**config.mk**
```make
export PLATFORM = sky130hd
export DESIGN_NAME = pe_psum_acc
export DESIGN_NICKNAME = d
export VERILOG_FILES = /design/src/rtl/pe_pkg.sv /design/src/rtl/pe_psum_post.sv /design/src/rtl/pe_psum_acc.sv
export SDC_FILE = /design/constraint.sdc
export NUM_CORES = 1
export LEC_CHECK = 0
export CELL_PAD_IN_SITES_DETAIL_PLACEMENT = 1
export CELL_PAD_IN_SITES_GLOBAL_PLACEMENT = 1
export CORE_MARGIN = 1
export CORE_UTILIZATION = 38
export DETAILED_ROUTE_END_ITERATION = 16
export PLACE_DENSITY_LB_ADDON = 0.08
export SLEW_MARGIN = 20
export SYNTH_ARGS = -nofsm -noshare
export SYNTH_HDL_FRONTEND = slang
export SYNTH_SLANG_ARGS = --single-unit
```
**constraint.sdc**
```tcl
create_clock -name clk -period 6.5 [get_ports clk]
set_input_delay 0.975 -clock clk [delete_from_list [all_inputs] [get_ports clk]]
set_output_delay 0.975 -clock clk [all_outputs]
set_load 0.03 [all_outputs]
```
**src/rtl/pe_pkg.sv**
```systemverilog
// Shared definitions for the PE partial-sum path:
// width defaults, accumulator FSM states, signed-add overflow helper.
package pe_pkg;

    localparam int ACC_W_DEF = 32;
    localparam int CNT_W_DEF = 16;

    typedef enum logic [1:0] {
        IDLE = 2'd0,
        ACC  = 2'd1,
        HOLD = 2'd2
    } psum_state_e;

    // Signed add overflow from sign bits only, so it works at any width:
    // operands agree in sign but the sum does not.
    function automatic logic add_ovf(
        input logic a_s,
        input logic b_s,
        input logic s_s
    );
        return (a_s == b_s) && (s_s != a_s);
    endfunction

endpackage

```
**src/rtl/pe_psum_post.sv**
```systemverilog
// Combinational result stage: applies ReLU to the wrapped sum and
// drives zeros on all result fields whenever no result is presented.
// Ports: valid (result presented), relu, acc, ovf, cnt in;
//        out_data, out_ovf, out_beats out.
module pe_psum_post #(
    parameter int ACC_W = 32,
    parameter int CNT_W = 16
) (
    input  logic             valid,
    input  logic             relu,
    input  logic [ACC_W-1:0] acc,
    input  logic             ovf,
    input  logic [CNT_W-1:0] cnt,
    output logic [ACC_W-1:0] out_data,
    output logic             out_ovf,
    output logic [CNT_W-1:0] out_beats
);

    always_comb begin
        out_data  = '0;
        out_ovf   = 1'b0;
        out_beats = '0;
        if (valid) begin
            out_data  = (relu && acc[ACC_W-1]) ? '0 : acc;
            out_ovf   = ovf;
            out_beats = cnt;
        end
    end

endmodule

```
**src/rtl/pe_psum_acc.sv**
```systemverilog
// Partial-sum accumulator behind the 32-lane adder tree: sums N beats
// plus a per-vector bias, optional ReLU, valid/ready result port.
// Ports: clk, rst (sync, active-high); in_valid/in_ready/in_data/in_last
//        beat stream; cfg_bias/cfg_relu sampled on a vector's first beat;
//        out_valid/out_ready/out_data/out_ovf/out_beats result stream.
module pe_psum_acc
    import pe_pkg::*;
#(
    parameter int ACC_W = ACC_W_DEF,
    parameter int CNT_W = CNT_W_DEF
) (
    input  logic             clk,
    input  logic             rst,
    input  logic             in_valid,
    output logic             in_ready,
    input  logic [ACC_W-1:0] in_data,
    input  logic             in_last,
    input  logic [ACC_W-1:0] cfg_bias,
    input  logic             cfg_relu,
    output logic             out_valid,
    input  logic             out_ready,
    output logic [ACC_W-1:0] out_data,
    output logic             out_ovf,
    output logic [CNT_W-1:0] out_beats
);

    psum_state_e      state_q, state_d;
    logic [ACC_W-1:0] acc_q, acc_d;
    logic [CNT_W-1:0] cnt_q, cnt_d;
    logic             ovf_q, ovf_d;
    logic             relu_q, relu_d;

    logic             accept;
    logic [ACC_W-1:0] add_a;
    logic [ACC_W-1:0] sum;
    logic             sum_ovf;
    logic [CNT_W-1:0] cnt_inc;

    assign in_ready  = (state_q != HOLD);
    assign out_valid = (state_q == HOLD);
    assign accept    = in_valid && in_ready;

    // First beat adds onto the bias instead of the running sum.
    assign add_a   = (state_q == IDLE) ? cfg_bias : acc_q;
    assign sum     = add_a + in_data;
    assign sum_ovf = add_ovf(add_a[ACC_W-1], in_data[ACC_W-1], sum[ACC_W-1]);
    // Beat count saturates rather than wrapping.
    assign cnt_inc = (&cnt_q) ? cnt_q : cnt_q + CNT_W'(1);

    always_comb begin
        state_d = state_q;
        acc_d   = acc_q;
        cnt_d   = cnt_q;
        ovf_d   = ovf_q;
        relu_d  = relu_q;
        unique case (state_q)
            IDLE: begin
                if (accept) begin
                    acc_d   = sum;
                    cnt_d   = CNT_W'(1);
                    ovf_d   = sum_ovf;
                    relu_d  = cfg_relu;
                    state_d = in_last ? HOLD : ACC;
                end
            end
            ACC: begin
                if (accept) begin
                    acc_d = sum;
                    cnt_d = cnt_inc;
                    ovf_d = ovf_q | sum_ovf;
                    if (in_last) state_d = HOLD;
                end
            end
            HOLD: begin
                if (out_ready) begin
                    state_d = IDLE;
                    acc_d   = '0;
                    cnt_d   = '0;
                    ovf_d   = 1'b0;
                end
            end
            default: state_d = IDLE;
        endcase
    end

    always_ff @(posedge clk) begin
        if (rst) begin
            state_q <= IDLE;
            acc_q   <= '0;
            cnt_q   <= '0;
            ovf_q   <= 1'b0;
            relu_q  <= 1'b0;
        end else begin
            state_q <= state_d;
            acc_q   <= acc_d;
            cnt_q   <= cnt_d;
            ovf_q   <= ovf_d;
            relu_q  <= relu_d;
        end
    end

    pe_psum_post #(
        .ACC_W (ACC_W),
        .CNT_W (CNT_W)
    ) u_post (
        .valid     (out_valid),
        .relu      (relu_q),
        .acc       (acc_q),
        .ovf       (ovf_q),
        .cnt       (cnt_q),
        .out_data  (out_data),
        .out_ovf   (out_ovf),
        .out_beats (out_beats)
    );

endmodule

```
==> out/metrics.cfg <==
[run_status]
status = finished clean

[power]
vdd_drop_max_mv = 0.105
clockPowerShare = 0.166
power_density_nw_per_um2 = 248
internal_power_uw = 838
power_frac_seq = 0.294
switching_share = 0.408
switchingPower_uw = 577
combPwrFrac = 0.541
leakagePower_nw = 2.26

[worst_setup_path]
cp_slowest_cell = clkdlybuf4s50_1
crit_arrival_ns = 3.47
cp_num_cells = 7
critical_path.endpoint_type = output pin
crit_path_end = out_data[4]
rr_startpoint = state_q[0]
timing.rr.end = acc_q[28]
path_common_cell = inv_1
startpoint = state_q[0]
rrSetupSlack_ns = 2.35
critPathTopFamily = buffers and inverters
worstSetupPathType = reg -> out
cp_data_required_time_ns = 5.52
cp_cell_sequence = inv_1, ha_1, inv_1, a21oi_2, buf_4, and2_1, clkdlybuf4s50_1
cp_slowest_stage_delay_ns = 0.66
r2r.worst_path.cells = 15
path_buf_inv = 4
setup.worst_path.start_class = flip-flop
cp_max_fo = 23

[placed_design]
port_buffers = 120
hpwl_mm = 9.71
placed_cell_area_um2 = 5580
globalplace.congestion = 0.831

[hold_path]
hp-class = reg -> reg

[sta]
fmax_mhz = 225
grt_setup_unrepaired = no
finalHoldViolCount = 0
slew_viol_final = 0
worst_pin_slew_ns = 0.989
period_needed_ns = 4.45
hold_slack_ns = 0.482
fin_worst_skew_ns = 0.00962
max_slew_margin = 0.338
tns_ns = 0
setup_viol = 0
fin_crit_sh = 0.684

[route]
wl_mm = 12.4
wire_per_inst_um = 16.0
avgViaCountPerCell = 5.36
postRouteAntennaNets = 0
vias = 4137
firstDrtPassIters = 4
drt_first_iter_violations = 115
drc = 0

[clock_tree]
cts_tree = done
clockBufferDepth = 2
postCtsHoldBufs = 0
htreeDepth = 2
cts_setup_buffers = 0
path_clk_slew_ns = 0.10
clk-insertion-delay-late_ns = 0.31
root_buffer = clkbuf_8
ctsResizeCount = 0
cts_buffers = 5
cts.sinks = 52

[global_route]
grt_overflow = 0
grtUsageTotal = 0.216
grt_pass1_vias = 4253
grt_pass1_wl_mm = 20.1
grt_max_degree = 37
antenna_found_initial = 0

[synth]
syn_area_per_cell_um2 = 8.11
synth_edf_count = 0
netlist_area_um2 = 4260
ys_seq_area_frac = 0.245
netlist_instances = 525
yosys.cell_types.count = 56
ys.flop_type = dfxtp_1
ys_async_sr_fraction = 0
syn-num-nets = 631
ys_ff_latch = 52
synth_warnings = 0

[floorplanning]
row_count = 38
io_pins = 121
die_h_um = 108
die_w_um = 108
core_um2 = 10900
start_util = 0.391
die-area_um2 = 11600

[flow_run]
maxCapViolCount = 0

[finish]
antenna_cells = 0
nFillCells = 1351
design_area_um2 = 5690
area_growth_pct = 33.8
drive_above_1_share = 0.0965
fin_nets = 737

==> worst min-delay path by stage <==
stage	to	from	slack, ns	cells past startpoint
after floorplan	acc_q[12]	acc_q[12]	0.43	2
after global placement	acc_q[17]	acc_q[17]	0.46	2
after detailed placement	acc_q[18]	acc_q[18]	0.47	2
after CTS	acc_q[18]	acc_q[18]	0.49	2
after global routing	acc_q[23]	acc_q[23]	0.52	2
final	acc_q[18]	acc_q[18]	0.48	2
==> kinds of logic (layout without fill, tap and decap cells) <==
logic type,after synthesis,in the layout,synth area share
DFF,52,52,0.245
AOI/OAI and AO/OA,132,132,0.211
and+or+nand+nor,193,193,0.231
buffers and inverters,38,145,0.0338
adders and majority gates,36,36,0.108
xor gates and xnor gates,39,39,0.0803
muxes,35,35,0.0914
==> Yosys cell counts, types with 7 or more instances <==
cell type  number  share of area
inv_1          12          0.011
xnor2_1        11          0.023
o21ai_0        27          0.032
mux2_2         31          0.082
clkbuf_1       21          0.019
a21oi_1        37          0.044
and2_1         48          0.071
nand2_1        41          0.036
dfxtp_1        52           0.24
a21o_1         10          0.018
xor2_1         28          0.058
and3_1          7          0.010
a22oi_1        10          0.018
ha_1           35           0.10
nor3_1          7         0.0082
nor2_1         48          0.042
nand3_1        13          0.015
==> stage by stage <==
stage               setup WS, ns  power, mW  std cells  utilization
floorplan                   2.94      0.976        525            -
global placement            2.40       1.17        764        0.512
detailed placement          2.28       1.19        764        0.512
CTS                         2.02       1.43        772        0.523
global route                1.82       1.52        772        0.523
finish                      2.05       1.41        772        0.523
==> state kept, by name, indices dropped and copies added (netlist names) <==
signal,count
relu_q,1
ovf_q,1
cnt_q,16
state_q,2
acc_q,32
==> power by group through the flow <==
| stage | combinational (mW) | clock (mW) | sequential (mW) |
|---|---|---|---|
| detailed placement | 0.766 | 0 | 0.423 |
| finish | 0.765 | 0.234 | 0.415 |
| global placement | 0.748 | 0 | 0.420 |
| floorplan | 0.572 | 0 | 0.404 |
| global route | 0.848 | 0.252 | 0.423 |
| CTS | 0.770 | 0.242 | 0.416 |
==> cells in the final DEF, fill, tap and decap left out, types with 5 or more instances in the layout <==
cell             instances
and3_1                   7
ha_1                    34
xor2_1                  28
nor3_1                   7
nand4_1                  6
nor2b_1                  6
mux2_2                  31
nor2_1                  48
a21oi_1                 36
dfxtp_1                 52
inv_1                   12
xnor2_1                 11
o21ai_0                 27
nand3_1                 13
nand2_1                 41
clkbuf_8                 5
a22oi_1                 10
o21bai_1                 6
clkdlybuf4s50_1        120
nand2b_1                 6
and2_1                  48
a21o_1                  10
==> routing by layer <==
| layer | up-vias | track usage | routed length (um) |
|---|---|---|---|
| met5 | - | 0 | 0 |
| met4 | 0 | 0.0519 | 181 |
| met3 | 14 | 0.0321 | 381 |
| met2 | 83 | 0.403 | 6150 |
| met1 | 1963 | 0.257 | 5660 |
| li1 | 2077 | - | - |
==> final cells by class <==
class / count / area [um2] / share of cell area
timing repair buffer: 124 / 1230 / 0.216
inverter: 13 / 48.8 / 0.00857
clock inverter: 3 / 46.3 / 0.00813
sequential: 52 / 1040 / 0.183
tap: 140 / 175 / 0.0308
clock buffer: 5 / 68.8 / 0.0121
multi-input combinational: 435 / 3080 / 0.541
==> worst min-delay path, stage by stage (launching register included) <==
cell and delay, ns:
dfxtp_1 0.33, nand2_1 0.05, o21ai_0 0.06
Note: power is estimated with default switching activity, not from simulation.
